--- src/rtl/yscaler_line_sched_if.sv ---
// ----------------------------------------------------------------------------
// yscaler_line_sched_if
//   Command channel between the vertical-scaler line scheduler and the
//   line emitter.
//
//   master (scheduler): drives cmd_valid, cmd_slot, cmd_first, cmd_last
//                       [, cmd_slot1, cmd_frac]; receives cmd_ready, out_done
//   slave  (emitter)  : the mirror image
//
//   Optional: YSCALER_SCHED_INTERP_EN adds cmd_slot1 / cmd_frac for bilinear
//   weighting (and the C_IMG_HW parameter that sizes cmd_frac).
// ----------------------------------------------------------------------------
interface yscaler_line_sched_if #(
    parameter int C_SLOT_W = 1
`ifdef YSCALER_SCHED_INTERP_EN
  , parameter int C_IMG_HW = 12
`endif
);
    logic                cmd_valid;
    logic                cmd_ready;
    logic [C_SLOT_W-1:0] cmd_slot;
    logic                cmd_first;
    logic                cmd_last;
    logic                out_done;
`ifdef YSCALER_SCHED_INTERP_EN
    logic [C_SLOT_W-1:0] cmd_slot1;
    logic [C_IMG_HW:0]   cmd_frac;

    modport master (
        output cmd_valid, cmd_slot, cmd_first, cmd_last, cmd_slot1, cmd_frac,
        input  cmd_ready, out_done
    );
    modport slave (
        input  cmd_valid, cmd_slot, cmd_first, cmd_last, cmd_slot1, cmd_frac,
        output cmd_ready, out_done
    );
`else
    modport master (
        output cmd_valid, cmd_slot, cmd_first, cmd_last,
        input  cmd_ready, out_done
    );
    modport slave (
        input  cmd_valid, cmd_slot, cmd_first, cmd_last,
        output cmd_ready, out_done
    );
`endif
endinterface

--- src/rtl/yscaler_line_sched.sv ---
// ----------------------------------------------------------------------------
// yscaler_line_sched
//   Line-level controller for the vertical scaler. Counts input lines written
//   into a ring of 2**C_SLOT_W line buffers, maps each output line j to source
//   line floor(j*ori_height/scale_height) with a DDA accumulator, issues one
//   command per output line and throttles the input so a buffer slot is never
//   overwritten while a pending output line still needs it.
//
//   Ports:
//     clk, reset            clock, synchronous active-high reset
//     ori_height            input frame height  (sampled at in_sof)
//     scale_height          output frame height (sampled at in_sof)
//     in_sof, in_eol        input frame start / input line end pulses
//     in_ready              input permission (ANDed into upstream tready)
//     wr_slot               slot receiving the current input line
//     cmd                   command channel to the line emitter (master)
//     frame_done            pulse: frame fully emitted and consumed
//     busy                  frame in progress
//     sof_abort             pulse: in_sof arrived mid-frame
//     cfg_err               pulse: zero height sampled at in_sof
//
//   Optional: define YSCALER_SCHED_INTERP_EN to add cmd_slot1 / cmd_frac on
//   the command channel and to wait for the second source line as well.
// ----------------------------------------------------------------------------
module yscaler_line_sched #(
    parameter int C_IMG_HW = 12,
    parameter int C_SLOT_W = 1
) (
    input  logic                clk,
    input  logic                reset,
    input  logic [C_IMG_HW-1:0] ori_height,
    input  logic [C_IMG_HW-1:0] scale_height,
    input  logic                in_sof,
    input  logic                in_eol,
    output logic                in_ready,
    output logic [C_SLOT_W-1:0] wr_slot,
    yscaler_line_sched_if.master cmd,
    output logic                frame_done,
    output logic                busy,
    output logic                sof_abort,
    output logic                cfg_err
);

    localparam int unsigned NLINES = 2 ** C_SLOT_W;
    localparam logic [C_IMG_HW-1:0] NLINES_W = C_IMG_HW'(NLINES);
    localparam logic [C_IMG_HW-1:0] ONE      = C_IMG_HW'(1);

    typedef enum logic [2:0] {
        S_IDLE,
        S_WAIT_SRC,
        S_EMIT,
        S_WAIT_DONE,
        S_ADVANCE,
        S_DRAIN
    } state_t;

    state_t              state,      state_nxt;
    logic [C_IMG_HW-1:0] h_in,       h_in_nxt;
    logic [C_IMG_HW-1:0] h_out,      h_out_nxt;
    logic [C_IMG_HW-1:0] in_lines,   in_lines_nxt;
    logic [C_IMG_HW-1:0] out_lines,  out_lines_nxt;
    logic [C_IMG_HW-1:0] src_line,   src_line_nxt;
    logic [C_IMG_HW:0]   acc,        acc_nxt;
    logic                cmd_valid_q, cmd_valid_nxt;
    logic                frame_done_q, frame_done_nxt;
    logic                sof_abort_q, sof_abort_nxt;
    logic                cfg_err_q,  cfg_err_nxt;

    logic                heights_ok;
    logic [C_IMG_HW-1:0] need_line;
    logic [C_IMG_HW-1:0] lines_ahead;

    assign heights_ok = (ori_height != '0) && (scale_height != '0);

`ifdef YSCALER_SCHED_INTERP_EN
    logic [C_IMG_HW-1:0] src_next;
    assign src_next      = (src_line >= h_in - ONE) ? (h_in - ONE) : (src_line + ONE);
    assign need_line     = src_next;
    assign cmd.cmd_slot1 = src_next[C_SLOT_W-1:0];
    assign cmd.cmd_frac  = acc;
`else
    assign need_line = src_line;
`endif

    // After a downscale step src_line may run ahead of in_lines; the
    // difference is then "negative" and the input must not be held off.
    assign lines_ahead = in_lines - src_line;

    always_comb begin
        if (state == S_IDLE)
            in_ready = 1'b1;
        else
            in_ready = (in_lines < h_in) &&
                       ((in_lines <= src_line) || (lines_ahead < NLINES_W));
    end

    assign wr_slot       = in_lines[C_SLOT_W-1:0];
    assign cmd.cmd_valid = cmd_valid_q;
    assign cmd.cmd_slot  = src_line[C_SLOT_W-1:0];
    assign cmd.cmd_first = cmd_valid_q && (out_lines == '0);
    assign cmd.cmd_last  = cmd_valid_q && (out_lines == h_out - ONE);
    assign frame_done    = frame_done_q;
    assign sof_abort     = sof_abort_q;
    assign cfg_err       = cfg_err_q;
    assign busy          = (state != S_IDLE);

    always_comb begin
        state_nxt      = state;
        h_in_nxt       = h_in;
        h_out_nxt      = h_out;
        in_lines_nxt   = in_lines;
        out_lines_nxt  = out_lines;
        src_line_nxt   = src_line;
        acc_nxt        = acc;
        frame_done_nxt = 1'b0;
        sof_abort_nxt  = 1'b0;
        cfg_err_nxt    = 1'b0;

        if ((state != S_IDLE) && in_eol && (in_lines < h_in))
            in_lines_nxt = in_lines + ONE;

        unique case (state)
            S_IDLE: ;
            S_WAIT_SRC: begin
                if (in_lines > need_line)
                    state_nxt = S_EMIT;
            end
            S_EMIT: begin
                if (cmd.cmd_ready)
                    state_nxt = S_WAIT_DONE;
            end
            S_WAIT_DONE: begin
                if (cmd.out_done) begin
                    out_lines_nxt = out_lines + ONE;
                    acc_nxt       = acc + {1'b0, h_in};
                    state_nxt     = S_ADVANCE;
                end
            end
            S_ADVANCE: begin
                if (acc >= {1'b0, h_out}) begin
                    acc_nxt      = acc - {1'b0, h_out};
                    src_line_nxt = src_line + ONE;
                end else if (out_lines == h_out) begin
                    state_nxt = S_DRAIN;
                end else begin
                    state_nxt = S_WAIT_SRC;
                end
            end
            S_DRAIN: begin
                if (in_lines == h_in) begin
                    frame_done_nxt = 1'b1;
                    state_nxt      = S_IDLE;
                end
            end
            default: state_nxt = S_IDLE;
        endcase

        // Frame start has priority over everything else, in any state; a
        // mid-frame start additionally reports the abort.
        if (in_sof) begin
            sof_abort_nxt  = (state != S_IDLE);
            frame_done_nxt = 1'b0;
            in_lines_nxt   = '0;
            out_lines_nxt  = '0;
            src_line_nxt   = '0;
            acc_nxt        = '0;
            if (heights_ok) begin
                h_in_nxt  = ori_height;
                h_out_nxt = scale_height;
                state_nxt = S_WAIT_SRC;
            end else begin
                cfg_err_nxt = 1'b1;
                state_nxt   = S_IDLE;
            end
        end

        cmd_valid_nxt = (state_nxt == S_EMIT);
    end

    always_ff @(posedge clk) begin
        if (reset) begin
            state        <= S_IDLE;
            h_in         <= '0;
            h_out        <= '0;
            in_lines     <= '0;
            out_lines    <= '0;
            src_line     <= '0;
            acc          <= '0;
            cmd_valid_q  <= 1'b0;
            frame_done_q <= 1'b0;
            sof_abort_q  <= 1'b0;
            cfg_err_q    <= 1'b0;
        end else begin
            state        <= state_nxt;
            h_in         <= h_in_nxt;
            h_out        <= h_out_nxt;
            in_lines     <= in_lines_nxt;
            out_lines    <= out_lines_nxt;
            src_line     <= src_line_nxt;
            acc          <= acc_nxt;
            cmd_valid_q  <= cmd_valid_nxt;
            frame_done_q <= frame_done_nxt;
            sof_abort_q  <= sof_abort_nxt;
            cfg_err_q    <= cfg_err_nxt;
        end
    end

endmodule

--- src/flat_wrapper.sv ---
// flat-port wrapper written by rule: the top's interface ports become plain ports
module yscaler_line_sched_flat 
#(
    parameter int C_IMG_HW = 12,
    parameter int C_SLOT_W = 1
)
  (clk, reset, ori_height, scale_height, in_sof, in_eol, in_ready, wr_slot, frame_done, busy, sof_abort, cfg_err, cmd_cmd_valid, cmd_cmd_slot, cmd_cmd_first, cmd_cmd_last, cmd_cmd_ready, cmd_out_done);
  yscaler_line_sched_if #(.C_SLOT_W(C_SLOT_W)) cmd_i ();
  input  logic clk;
  input  logic reset;
  input  logic [C_IMG_HW-1:0] ori_height;
  input  logic [C_IMG_HW-1:0] scale_height;
  input  logic in_sof;
  input  logic in_eol;
  output logic in_ready;
  output logic [C_SLOT_W-1:0] wr_slot;
  output logic frame_done;
  output logic busy;
  output logic sof_abort;
  output logic cfg_err;
  output wire logic [$bits(cmd_i.cmd_valid)-1:0] cmd_cmd_valid;
  output wire logic [$bits(cmd_i.cmd_slot)-1:0] cmd_cmd_slot;
  output wire logic [$bits(cmd_i.cmd_first)-1:0] cmd_cmd_first;
  output wire logic [$bits(cmd_i.cmd_last)-1:0] cmd_cmd_last;
  input wire logic [$bits(cmd_i.cmd_ready)-1:0] cmd_cmd_ready;
  input wire logic [$bits(cmd_i.out_done)-1:0] cmd_out_done;
  assign cmd_cmd_valid = cmd_i.cmd_valid;
  assign cmd_cmd_slot = cmd_i.cmd_slot;
  assign cmd_cmd_first = cmd_i.cmd_first;
  assign cmd_cmd_last = cmd_i.cmd_last;
  assign cmd_i.cmd_ready = cmd_cmd_ready;
  assign cmd_i.out_done = cmd_out_done;
  yscaler_line_sched #(.C_IMG_HW(C_IMG_HW), .C_SLOT_W(C_SLOT_W)) u_core (.clk(clk), .reset(reset), .ori_height(ori_height), .scale_height(scale_height), .in_sof(in_sof), .in_eol(in_eol), .in_ready(in_ready), .wr_slot(wr_slot), .cmd(cmd_i), .frame_done(frame_done), .busy(busy), .sof_abort(sof_abort), .cfg_err(cfg_err));
endmodule
--- config.mk ---
export PLATFORM = sky130hd
export DESIGN_NAME = yscaler_line_sched_flat
export DESIGN_NICKNAME = d
export VERILOG_FILES = /design/src/rtl/yscaler_line_sched_if.sv /design/src/rtl/yscaler_line_sched.sv /design/src/flat_wrapper.sv
export SDC_FILE = /design/constraint.sdc
export NUM_CORES = 1
export LEC_CHECK = 0
export CELL_PAD_IN_SITES_DETAIL_PLACEMENT = 1
export CELL_PAD_IN_SITES_GLOBAL_PLACEMENT = 1
export CORE_MARGIN = 4
export CORE_UTILIZATION = 45
export DETAILED_ROUTE_END_ITERATION = 10
export GPL_ROUTABILITY_DRIVEN = 0
export PLACE_DENSITY = 0.79
export SKIP_LAST_GASP = 1
export SYNTH_ARGS = -nofsm -noshare
export SYNTH_HDL_FRONTEND = slang
export SYNTH_SLANG_ARGS = --single-unit
--- constraint.sdc ---
create_clock -name clk -period 4.2 [get_ports clk]
set_clock_uncertainty 0.2 [all_clocks]
set_input_delay 1.05 -clock clk [delete_from_list [all_inputs] [get_ports clk]]
set_output_delay 1.05 -clock clk [all_outputs]
set_load 0.02 [all_outputs]
==> results.tsv <==
metric	value	unit
swShare	28.2	%
cts_root_buf	clkbuf_16	
synth_nets	845	
synth.ff_latch_count	80	
hold_violations	0	
core_area	0.0128	mm^2
fin_tns_setup	0	ps
cts_tree	built	
antenna_found_initial	0	
synth_edf_count	0	
vdd_ir_drop_max	0.174	mV
cpLargestDelayFamily	compound AO/OA/AOI/OAI gates	
p_int	0.00133	W
clockBufferDepth	2	
grt_max_degree	36	
p_per_area	268	mW/mm^2
start_util	46.6	%
route.detailed.drc	0	
power.static_leakage	2.89	nW
synthFlopType	dfxtp_1	
ant_nets	0	
numCtsBuffers	9	
fin_nets	886	
die-area	0.0152	mm^2
grt_setup_unrepaired	yes	
p_seq_share	42.8	%
routedWlPerCell	21.2	um
grt_first_pass_wirelength	33300	um
clk_pin_slew	70	ps
power.share.clock	41.8	%
worstMarginPinSlew	1020	ps
vias_per_cell	6.20	
p_switching	0.000525	W
numPortBuffers	39	
yosysWarnings	0	
yosysSeqAreaShare	26.8	%
grt_overflow_total	0	
grt_use_total	28.2	%
worstSetupStartpointType	flip-flop	
rows	41	
postPlaceCellArea	0.00662	mm^2
finalCritPeriodShare	98.2	%
cp.required	2950	ps
die_h	123	um
yosys.cell_types.count	59	
crit_arrival	2880	ps
crit_type	reg -> out	
grt_pass1_vias	6291	
crit_fanout	3	
endpoint_kind	output port	
drv_cap	0	
num_io_pins	40	
drtIter0Drc	424	
diodes	0	
dr.pass1.iters	4	
area_growth	15.9	%
die_w	123	um
clkLatencyLatePin	340	ps
htreeDepth	3	
crit_slowest_cell	fa_1	
dp.final_hpwl	16000	um
p_comb_share	15.4	%
path_common_cell	inv_1	
drt-total-wl	20700	um
relSlewSlack	31.9	%
design_area	0.00693	mm^2
ys_async_sr_fraction	0	%
clkSinkCount	80	
critPathBufInv	4	
synthCells	759	
max_stage_delay	410	ps
crit_chain	inv_1 -> ha_1 -> inv_1 -> fa_1 -> a211oi_1 -> o211ai_1 -> a211oi_2 -> buf_4 -> o41ai_2 -> o21ai_0 -> a21o_1 -> clkbuf_2	
min_period	4130	ps
outcome	completed	
drv_slew	0	
fmax	0.242	GHz
finalSetupViolations	0	
vias	6055	
post_synth.cell_area_avg	7.88	um^2
drive_gt1_share	6.71	%
syn-cell-area	0.00598	mm^2
hold_class	reg -> reg	
cell usage in the layout (no fill, tap or decap), types with 8 or more instances in the layout:
| cell | count |
|---|---|
| inv_1 | 55 |
| or3_1 | 12 |
| xnor2_1 | 33 |
| and2_1 | 8 |
| o21ai_0 | 25 |
| ha_1 | 53 |
| xor2_1 | 20 |
| nand2_1 | 56 |
| clkbuf_16 | 9 |
| buf_4 | 22 |
| clkdlybuf4s50_1 | 37 |
| nor2b_1 | 10 |
| nand3_1 | 23 |
| dfxtp_1 | 80 |
| a21oi_1 | 59 |
| nor3_1 | 34 |
| mux2i_1 | 23 |
| nor4_1 | 14 |
| o211ai_1 | 8 |
| a21o_1 | 15 |
| and3_1 | 11 |
| nor2_1 | 66 |
| nand4_1 | 22 |
| a211oi_1 | 12 |
| o31ai_1 | 9 |
path summary, 6_finish.rpt:
kind,from,end,slack (ps),cells after the start
setup / recovery,u_core.in_lines[0],in_ready,70,12
hold / removal,u_core.need_line[9],u_core.need_line[9],270,2
setup reg to reg,u_core.h_out[8],u_core.acc[11],640,9
hold reg to reg,u_core.need_line[9],u_core.need_line[9],270,2
final cells by class:
cell class | instances | area (um^2)
well taps | 172 | 215
flip-flops and latches | 80 | 1600
clock buffers | 13 | 260
fillers | 1600 | 5890
multi-input cells | 593 | 4070
repair buffers | 61 | 553
clock inverters | 3 | 25.0
inverters | 55 | 206
metrics by stage:
step	power (W)	std cells	setup WS [ps]	util [%]	hold slack [ps]
2_1_floorplan	0.000985	759	488	-	235
3_3_place_gp	0.00108	961	57.8	51.6	243
3_5_place_dp	0.00109	961	-74.2	51.6	264
4_1_cts	0.00186	977	-65.0	54.0	273
5_1_grt	0.00193	977	-163	54.1	293
6_report	0.00186	977	73.7	54.1	267
synth_stat cells, types with 8 or more instances:
library cell | n | area [um^2]
a211oi_1 | 13 | 97.6
a21o_1 | 15 | 113
a21oi_1 | 59 | 295
and2_1 | 8 | 50.1
and3_1 | 11 | 68.8
clkbuf_1 | 23 | 86.3
dfxtp_1 | 80 | 1600
ha_1 | 53 | 663
inv_1 | 55 | 206
mux2i_1 | 23 | 230
nand2_1 | 56 | 210
nand3_1 | 23 | 115
nand4_1 | 22 | 138
nor2_1 | 66 | 248
nor2b_1 | 10 | 62.6
nor3_1 | 34 | 170
nor4_1 | 14 | 87.6
o211ai_1 | 8 | 60.1
o21ai_0 | 25 | 125
o31ai_1 | 9 | 67.6
or3_1 | 12 | 75.1
xnor2_1 | 33 | 289
xor2_1 | 20 | 175
repair_timing:
item	CTS	global route
gates resized for setup	6	3
hold buffers	0	0
pin swaps	0	0
setup buffers	0	0
setup endpoints to repair	2	2
sequential cells by signal, summed over array words and instances (netlist names):
register and flops:
u_core.cmd.cmd_valid 1, u_core.acc 13, u_core.h_in 12, u_core.out_lines 12
u_core.h_out 12, u_core.cfg_err 1, u_core.frame_done 1, u_core.in_lines 12
u_core.need_line 12, u_core.sof_abort 1, u_core.state 3
routing by layer:
metal	GRT usage (%)	vias to the layer above	wire [um]
met2	46.3	173	9630
met4	9.41	0	473
met1	37.4	2999	9510
met3	5.22	47	1100
li1	-	2836	-
met5	0	-	0
power groups by stage:
stage	Clock (W)	Sequential, W	Combinational [W]
floorplan	0	0.000804	0.000181
global placement	0	0.000810	0.000267
detailed placement	0	0.000811	0.000279
CTS	0.000785	0.000795	0.000284
global route	0.000816	0.000797	0.000314
finish	0.000778	0.000796	0.000286
worst register-to-register path: stages, from the launching register on:
cell and delay, ps:
dfxtp_1 470, inv_1 190, ha_1 450, nand2_1 80, o21ai_0 400, o31ai_1 220
a21oi_1 780, buf_4 360, nor3_1 70, a311oi_1 240
cell families after synthesis:
| logic type | count (synthesis) | share of synthesized area (%) |
|---|---|---|
| xor gates and xnor gates | 53 | 7.76 |
| DFF | 80 | 26.8 |
| AOI/OAI and AO/OA | 182 | 20.3 |
| adders and majority gates | 56 | 12.1 |
| buffers and inverters | 86 | 5.63 |
| and+or+nand+nor | 279 | 23.6 |
| muxes | 23 | 3.85 |
(Power assumes the default switching activity.)
